**src/rtl/wishbone_ram_pkg.sv**
```systemverilog
// Shared types and defaults for the Wishbone RAM decoder
// (state encoding, error read data, timeout default, channel limit).
package wishbone_ram_pkg;

    localparam int          MAX_SRAM               = 8;
    localparam int          IDX_W                  = 3;
    localparam int          DEFAULT_TIMEOUT_CYCLES = 255;
    localparam logic [31:0] DEFAULT_ERR_DATA       = 32'hdead_beef;

    typedef enum logic [1:0] {
        IDLE   = 2'd0,
        ACTIVE = 2'd1,
        RESP   = 2'd2
    } state_t;

endpackage

```
**src/rtl/wishbone_addr_decoder.sv**
```systemverilog
// Combinational mask/compare address decode; the lowest-index matching
// channel wins.
module wishbone_addr_decoder
    import wishbone_ram_pkg::*;
#(
    parameter int                      NUM_SRAM   = 2,
    parameter logic [32*NUM_SRAM-1:0]  BASE_ADDRS = {32'h3000_0400, 32'h3000_0000},
    parameter logic [32*NUM_SRAM-1:0]  ADDR_MASKS = {32'hffff_fe00, 32'hffff_ff00}
) (
    input  logic [31:0]      adr,
    output logic             hit,
    output logic [IDX_W-1:0] idx
);

    // Scan from the top so the lowest matching index is the last writer
    always_comb begin
        hit = 1'b0;
        idx = '0;
        for (int i = NUM_SRAM - 1; i >= 0; i--) begin
            if ((adr & ADDR_MASKS[32*i +: 32]) == BASE_ADDRS[32*i +: 32]) begin
                hit = 1'b1;
                idx = i[IDX_W-1:0];
            end else begin
                hit = hit;
                idx = idx;
            end
        end
    end

endmodule

```
**src/rtl/wishbone_ram_decoder.sv**
```systemverilog
// Wishbone 1-to-N SRAM decoder with IDLE/ACTIVE/RESP handshake and
// registered outputs. Optional ACTIVE timeout: WB_RAM_DECODER_TIMEOUT_EN.
module wishbone_ram_decoder
    import wishbone_ram_pkg::*;
#(
    parameter int                      NUM_SRAM       = 2,
    parameter logic [32*NUM_SRAM-1:0]  BASE_ADDRS     = {32'h3000_0400, 32'h3000_0000},
    parameter logic [32*NUM_SRAM-1:0]  ADDR_MASKS     = {32'hffff_fe00, 32'hffff_ff00},
    parameter int                      TIMEOUT_CYCLES = DEFAULT_TIMEOUT_CYCLES,
    parameter logic [31:0]             ERR_DATA       = DEFAULT_ERR_DATA
) (
    input  logic                     wb_clk_i,
    input  logic                     wb_rst_i,
    input  logic                     wbs_ufp_stb_i,
    input  logic                     wbs_ufp_cyc_i,
    input  logic                     wbs_ufp_we_i,
    input  logic [3:0]               wbs_ufp_sel_i,
    input  logic [31:0]              wbs_ufp_adr_i,
    input  logic [31:0]              wbs_ufp_dat_i,
    output logic                     wbs_ufp_ack_o,
    output logic                     wbs_ufp_err_o,
    output logic [31:0]              wbs_ufp_dat_o,
    output logic [NUM_SRAM-1:0]      wbs_or_stb_o,
    output logic [NUM_SRAM-1:0]      wbs_or_cyc_o,
    output logic [NUM_SRAM-1:0]      wbs_or_we_o,
    output logic [4*NUM_SRAM-1:0]    wbs_or_sel_o,
    output logic [32*NUM_SRAM-1:0]   wbs_or_dat_o,
    output logic [31:0]              wbs_or_adr_o,
    input  logic [32*NUM_SRAM-1:0]   wbs_or_dat_i,
    input  logic [NUM_SRAM-1:0]      wbs_or_ack_i
);

    if (NUM_SRAM < 1 || NUM_SRAM > MAX_SRAM || TIMEOUT_CYCLES < 2 || TIMEOUT_CYCLES > 65535) begin : g_param_check
        $error("wishbone_ram_decoder: parameter out of range");
    end

    state_t             state, state_next;
    logic [31:0]        adr_q, adr_next, wdat_q, wdat_next, rdata_q, rdata_next;
    logic               we_q, we_next, err_flag, err_flag_next;
    logic [3:0]         sel_q, sel_next;
    logic [IDX_W-1:0]   idx_q, idx_next, dec_idx;
    logic               dec_hit, sel_ack;
    logic [31:0]        sel_rdata;
    logic [NUM_SRAM-1:0]    stb_next, we_o_next;
    logic [4*NUM_SRAM-1:0]  sel_o_next;
    logic [32*NUM_SRAM-1:0] dat_o_next;
`ifdef WB_RAM_DECODER_TIMEOUT_EN
    logic [15:0]        cnt, cnt_next;
`endif

    wishbone_addr_decoder #(
        .NUM_SRAM   (NUM_SRAM),
        .BASE_ADDRS (BASE_ADDRS),
        .ADDR_MASKS (ADDR_MASKS)
    ) u_dec (
        .adr (wbs_ufp_adr_i),
        .hit (dec_hit),
        .idx (dec_idx)
    );

    // Select the active channel's ack and read data; other channels are ignored
    always_comb begin
        sel_ack   = 1'b0;
        sel_rdata = '0;
        for (int i = 0; i < NUM_SRAM; i++) begin
            if (idx_q == i[IDX_W-1:0]) begin
                sel_ack   = wbs_or_ack_i[i];
                sel_rdata = wbs_or_dat_i[32*i +: 32];
            end else begin
                sel_ack   = sel_ack;
                sel_rdata = sel_rdata;
            end
        end
    end

    // Next-state, captured fields and next registered output values
    always_comb begin
        state_next    = state;
        adr_next      = adr_q;
        wdat_next     = wdat_q;
        we_next       = we_q;
        sel_next      = sel_q;
        idx_next      = idx_q;
        rdata_next    = rdata_q;
        err_flag_next = err_flag;
`ifdef WB_RAM_DECODER_TIMEOUT_EN
        cnt_next      = cnt;
`endif
        case (state)
            IDLE: begin
                if (wbs_ufp_cyc_i && wbs_ufp_stb_i) begin
                    if (dec_hit) begin
                        adr_next      = wbs_ufp_adr_i;
                        wdat_next     = wbs_ufp_dat_i;
                        we_next       = wbs_ufp_we_i;
                        sel_next      = wbs_ufp_sel_i;
                        idx_next      = dec_idx;
                        err_flag_next = 1'b0;
                        state_next    = ACTIVE;
`ifdef WB_RAM_DECODER_TIMEOUT_EN
                        cnt_next      = 16'd0;
`endif
                    end else begin
                        rdata_next    = ERR_DATA;
                        err_flag_next = 1'b1;
                        state_next    = RESP;
                    end
                end else begin
                    state_next = IDLE;
                end
            end
            ACTIVE: begin
                if (!wbs_ufp_cyc_i) begin
                    state_next = IDLE;
                end else if (sel_ack) begin
                    rdata_next    = sel_rdata;
                    err_flag_next = 1'b0;
                    state_next    = RESP;
                end else begin
`ifdef WB_RAM_DECODER_TIMEOUT_EN
                    cnt_next = cnt + 16'd1;
                    if (cnt_next == 16'(TIMEOUT_CYCLES)) begin
                        rdata_next    = ERR_DATA;
                        err_flag_next = 1'b1;
                        state_next    = RESP;
                    end else begin
                        state_next = ACTIVE;
                    end
`else
                    state_next = ACTIVE;
`endif
                end
            end
            RESP:    state_next = IDLE;
            default: state_next = IDLE;
        endcase

        stb_next   = '0;
        we_o_next  = '0;
        sel_o_next = '0;
        dat_o_next = '0;
        for (int i = 0; i < NUM_SRAM; i++) begin
            if (state_next == ACTIVE && idx_next == i[IDX_W-1:0]) begin
                stb_next[i]            = 1'b1;
                we_o_next[i]           = we_next;
                sel_o_next[4*i +: 4]   = sel_next;
                dat_o_next[32*i +: 32] = wdat_next;
            end else begin
                stb_next[i] = 1'b0;
            end
        end
    end

    // State, captured fields and registered outputs
    always_ff @(posedge wb_clk_i) begin
        if (wb_rst_i) begin
            state         <= IDLE;
            adr_q         <= '0;
            wdat_q        <= '0;
            we_q          <= 1'b0;
            sel_q         <= '0;
            idx_q         <= '0;
            rdata_q       <= '0;
            err_flag      <= 1'b0;
            wbs_ufp_ack_o <= 1'b0;
            wbs_ufp_err_o <= 1'b0;
            wbs_ufp_dat_o <= '0;
            wbs_or_stb_o  <= '0;
            wbs_or_cyc_o  <= '0;
            wbs_or_we_o   <= '0;
            wbs_or_sel_o  <= '0;
            wbs_or_dat_o  <= '0;
            wbs_or_adr_o  <= '0;
`ifdef WB_RAM_DECODER_TIMEOUT_EN
            cnt           <= 16'd0;
`endif
        end else begin
            state         <= state_next;
            adr_q         <= adr_next;
            wdat_q        <= wdat_next;
            we_q          <= we_next;
            sel_q         <= sel_next;
            idx_q         <= idx_next;
            rdata_q       <= rdata_next;
            err_flag      <= err_flag_next;
            wbs_ufp_ack_o <= (state_next == RESP);
            wbs_ufp_err_o <= (state_next == RESP) && err_flag_next;
            wbs_ufp_dat_o <= (state_next == RESP) ? rdata_next : 32'h0000_0000;
            wbs_or_stb_o  <= stb_next;
            wbs_or_cyc_o  <= stb_next;
            wbs_or_we_o   <= we_o_next;
            wbs_or_sel_o  <= sel_o_next;
            wbs_or_dat_o  <= dat_o_next;
            wbs_or_adr_o  <= adr_next;
`ifdef WB_RAM_DECODER_TIMEOUT_EN
            cnt           <= cnt_next;
`endif
        end
    end

endmodule

```
**config.mk**
```make
export PLATFORM = sky130hd
export DESIGN_NAME = wishbone_ram_decoder
export DESIGN_NICKNAME = d
export VERILOG_FILES = /design/src/rtl/wishbone_ram_pkg.sv /design/src/rtl/wishbone_addr_decoder.sv /design/src/rtl/wishbone_ram_decoder.sv
export SDC_FILE = /design/constraint.sdc
export NUM_CORES = 1
export LEC_CHECK = 0
export ABC_CLOCK_PERIOD_IN_PS = 2680
export CORE_ASPECT_RATIO = 1.75
export CORE_MARGIN = 4
export CORE_UTILIZATION = 40
export DETAILED_ROUTE_END_ITERATION = 10
export PLACE_DENSITY = 0.76
export SLEW_MARGIN = 25
export SYNTH_ARGS = -nofsm -noshare
export SYNTH_HDL_FRONTEND = slang
export SYNTH_SLANG_ARGS = --single-unit
```
**constraint.sdc**
```tcl
create_clock -name wb_clk_i -period 2.68 [get_ports wb_clk_i]
set_clock_uncertainty 0.1 [all_clocks]
set_input_delay 0.536 -clock wb_clk_i [delete_from_list [all_inputs] [get_ports wb_clk_i]]
set_output_delay 0.536 -clock wb_clk_i [all_outputs]
set_load 0.1 [all_outputs]
```
==> reports/qor.log <==
[die] Die Y-Extent 168 microns
[worst_setup_path] Crit Path Class in2reg
[worst_setup_path] type of element capturing the critical path flip-flop
[route] Vias per Instance 4.76
[grt] All-Layer GR Usage 20.0%
[min_path] Cells on Worst Hold Path 2
[power_and_ir_drop] Cell Pwr Density 606 nW/um^2
[final_layout] post-layout net count 991
[grt] wire length of the first global-routing pass 26400 microns
[yosys] sequential-to-total area share from yosys stat 63.0%
[die] core region area 14400 sq um
[grt] largest net degree at the start of global routing 44
[yosys] Synth Cell Area 5850 sq um
[yosys] top cells by area in the synthesized netlist sky130_fd_sc_hd__dfxtp_1 63%, sky130_fd_sc_hd__mux2i_1 8.0%, sky130_fd_sc_hd__nor2_1 7.8%
[power_and_ir_drop] clock network power share 43.8%
[power_and_ir_drop] proportion of power drawn by flip-flops and latches 48.4%
[timing] count of pins over their slew limit 0
[worst_setup_path] Critical Path, Cell by Cell clkdlybuf4s50_1, nor4bb_1, nand4_1, buf_6, or4_4, a221o_4, clkbuf_16, nor2_1
[worst_setup_path] startpoint of the worst-slack reg-to-reg timing path state[1]
[yosys] count of flip-flops with a built-in enable after synthesis 0
[timing] Highest Clock Rate 377 MHz
[placed_design] routability congestion estimate 0.782
[final_layout] non-filler instance count after layout 1044
[worst_setup_path] number of cells on the critical path 8
[route] wire length per cell after detailed routing 17.2 microns
[final_layout] post-layout util 65.4%
[worst_setup_path] family with the most delay on the worst path simple AND/OR/NAND/NOR gates
[yosys] Post-Syn Instances 563
[worst_setup_path] CP peak stage delay 0.49 ns
[timing] final cycle utilization of the critical path 99.0%
[clock_network] root buffer cell sky130_fd_sc_hd__clkbuf_16
[worst_setup_path] FF-to-FF setup slack 0.51 ns
[worst_setup_path] data arrival at the endpoint of the critical path 2.90 ns
[placed_design] post-placement cell area 8560 sq um
[clock_network] maximum count of clock buffers along a single path 2
[route] number of antenna-violating nets in the routed design 0
[timing] Worst-Margin Slew 0.626 ns
[run] max-cap violation count 0
[grt] remaining global-route overflow 0
[worst_setup_path] Crit. Startpoint wbs_ufp_adr_i[28]
[worst_setup_path] buffers and inverters on the worst path 3
[placed_design] HPWL after detailed placement 13000 microns
[timing] worst rel slew slack 58.2%
[placed_design] IO buf count 282
[die] Die Width 99.4 microns
[worst_setup_path] cell with the largest stage delay on the worst path sky130_fd_sc_hd__a221o_4
[yosys] post-synthesis average cell area 10.4 sq um
[power_and_ir_drop] internal power summed over all cells 4.34 mW
[route] first-pass detailed-route iteration total 5
[worst_setup_path] crit path max fanout 7
[power_and_ir_drop] peak supply drop 0.365 mV
[final_layout] antenna fix cells 0
[route] via count 4973
[clock_network] CTS tree done
[die] area of the die 16700 sq um
[worst_setup_path] end of the worst register-to-register path wbs_or_sel_o[5]
[route] Iter 0 DRT Violations 133
[final_layout] share of layout cells above drive strength 1 29.1%
[placed_design] setup slack at placement -0.437 ns
[final_layout] fill cell count 1155
[power_and_ir_drop] sw frac 23.8%
[power_and_ir_drop] net switching power 1.35 mW
[timing] least setup slack across all paths after layout 0.0266 ns
[clock_network] clock insertion delay at the later pin of the skew report 0.41 ns
[timing] clock period minus final worst setup slack 2.65 ns
[power_and_ir_drop] combinational share of power 7.8%
[die] total number of placement rows 58
[clock_network] Sinks on Clock Net 184
[grt] number of antenna violations at the first check in global routing 0
[power_and_ir_drop] Overall Power 5.69 mW
[worst_setup_path] R2R depth 6
[timing] Hold Violations, Final 0
[worst_setup_path] Worst Path Required 2.93 ns
[die] top-level I/O count 283
[die] initial cell density of the core 40.7%
[clock_network] post-CTS clock slew at the launch and capture registers of the worst setup and hold paths 0.07 ns
[clock_network] total clock buffers created by CTS 17
[yosys] Most used DFF post-synth sky130_fd_sc_hd__dfxtp_1
[final_layout] area grow syn2layout 60.5%
[route] post-detailed-route DRC marker count 0
[worst_setup_path] Critical Path Source Type primary input
[placed_design] number of placed cells counting well taps 1002
[final_layout] post-route design area 9390 sq um
[min_path] origin of the worst min-delay path wb_rst_i
[yosys] async set-or-reset flop fraction in the synthesized netlist 0%
[yosys] total nets after synthesis 702
[yosys] Synth cell types 31
[min_path] worst min-delay path class in2reg
[timing] number of setup violations in the final report 0
[status] outcome finished clean
[worst_setup_path] Setup crit end wbs_or_sel_o[5]
[power_and_ir_drop] leakage component of the power 4.14 nW
[yosys] cell taking the most area after synthesis sky130_fd_sc_hd__dfxtp_1
[clock_network] depth of the CTS H-tree 4
[yosys] Warnings, synthesis 0
[yosys] share of the synthesized area in the top cell type 63.0%
[grt] via count of the first global-routing pass 5229
[clock_network] number of buffers added to fix hold violations after cts 0
[yosys] total of flip-flops plus latches after synthesis 184
[route] WL final 18000 microns
cells in the mapped netlist (3+ instances only):
cell and instances:
sky130_fd_sc_hd__a21oi_1 36, sky130_fd_sc_hd__and2_1 22, sky130_fd_sc_hd__buf_1 3, sky130_fd_sc_hd__buf_2 4, sky130_fd_sc_hd__buf_4 4, sky130_fd_sc_hd__clkbuf_1 35
sky130_fd_sc_hd__dfxtp_1 184, sky130_fd_sc_hd__mux2_2 23, sky130_fd_sc_hd__mux2i_1 47, sky130_fd_sc_hd__nand2_1 26, sky130_fd_sc_hd__nor2_1 122, sky130_fd_sc_hd__nor3_1 27
sky130_fd_sc_hd__nor4_1 3
cells by family (layout without fill, tap and decap cells):
group / count (synthesis) / in the layout / synth area share [%]
mux: 70 / 70 / 12.5
buf+inv: 51 / 352 / 3.87
compound gates: 42 / 42 / 3.91
flops: 184 / 184 / 63.0
simple gates: 216 / 216 / 16.8
routing by layer:
layer	vias up	GRT usage [%]	wire, microns
met5	-	0	0
met4	0	6.90	421
met3	24	6.92	1500
met2	235	39.2	10200
met1	2293	18.7	5860
li1	2421	-	-
power by group through the flow:
stage,clock network (mW),registers (mW),logic (mW)
4_1_cts,2.54,2.75,0.447
6_report,2.49,2.75,0.445
3_5_place_dp,0,2.82,0.445
3_3_place_gp,0,2.82,0.440
2_1_floorplan,0,2.93,0.0670
5_1_grt,2.66,2.75,0.467
worst reg2reg max path, delay by kind of cell, from the launching register on:
family,cells,cell delay [ns]
AOI/OAI and AO/OA,1,0.49
and+or+nand+nor,3,0.81
DFF,1,0.32
buffers and inverters,2,0.38
worst min path at each step:
stage,endpoint,slack [ns]
4_1_cts,adr_q[28],0.33
3_5_place_dp,adr_q[12],0.34
3_3_place_gp,adr_q[2],0.34
6_report,adr_q[28],0.35
2_1_floorplan,idx_q[1],0.35
5_1_grt,adr_q[28],0.35
what timing repair did:
| action | 4_1_cts | 5_1_grt |
|---|---|---|
| gates cloned | 0 | 8 |
| setup buffers | 0 | 3 |
| endpoints found under the setup margin | 9 | 74 |
| resized for setup | 1 | 14 |
| pin swaps | 0 | 5 |
sequential cells by signal, indices dropped and copies added (netlist names):
signal	flops
wbs_or_we_o	2
wbs_or_sel_o	8
we_q	1
wbs_ufp_ack_o	1
adr_q	32
wbs_or_cyc_o	2
wbs_ufp_dat_o	32
state	2
idx_q	3
wbs_ufp_err_o	1
wdat_q	32
sel_q	4
wbs_or_dat_o	64
final cells by class:
cell class / count / area, sq um / share of cell area (%)
clock inverter: 13 / 161 / 1.72
tap: 180 / 225 / 2.40
inverter: 3 / 11.3 / 0.120
timing repair buffer: 318 / 2870 / 30.6
sequential: 184 / 3680 / 39.2
multi-input combinational: 328 / 2000 / 21.3
clock buffer: 18 / 439 / 4.68
metrics by stage:
step	hold WS, ns	TNS (ns)
after detailed placement	0.345	-49.46
after global placement	0.342	-44.52
final	0.354	0
after global routing	0.351	-0.000691
after floorplan	0.355	0
after CTS	0.331	0
layout by cell type (no fill, tap or decap), types with 3 or more instances in the layout:
master	n
sky130_fd_sc_hd__nand2_1	25
sky130_fd_sc_hd__clkbuf_16	21
sky130_fd_sc_hd__nor2_1	116
sky130_fd_sc_hd__mux2i_1	47
sky130_fd_sc_hd__clkinvlp_4	3
sky130_fd_sc_hd__inv_8	6
sky130_fd_sc_hd__dfxtp_1	183
sky130_fd_sc_hd__mux2_2	23
sky130_fd_sc_hd__buf_12	4
sky130_fd_sc_hd__buf_4	166
sky130_fd_sc_hd__nor2_2	5
sky130_fd_sc_hd__clkdlybuf4s50_1	137
sky130_fd_sc_hd__nor4_2	4
sky130_fd_sc_hd__and2_1	22
sky130_fd_sc_hd__nor3_1	27
sky130_fd_sc_hd__a21oi_1	36
sky130_fd_sc_hd__buf_6	6
No activity file was read; power rests on OpenSTA's default activity.
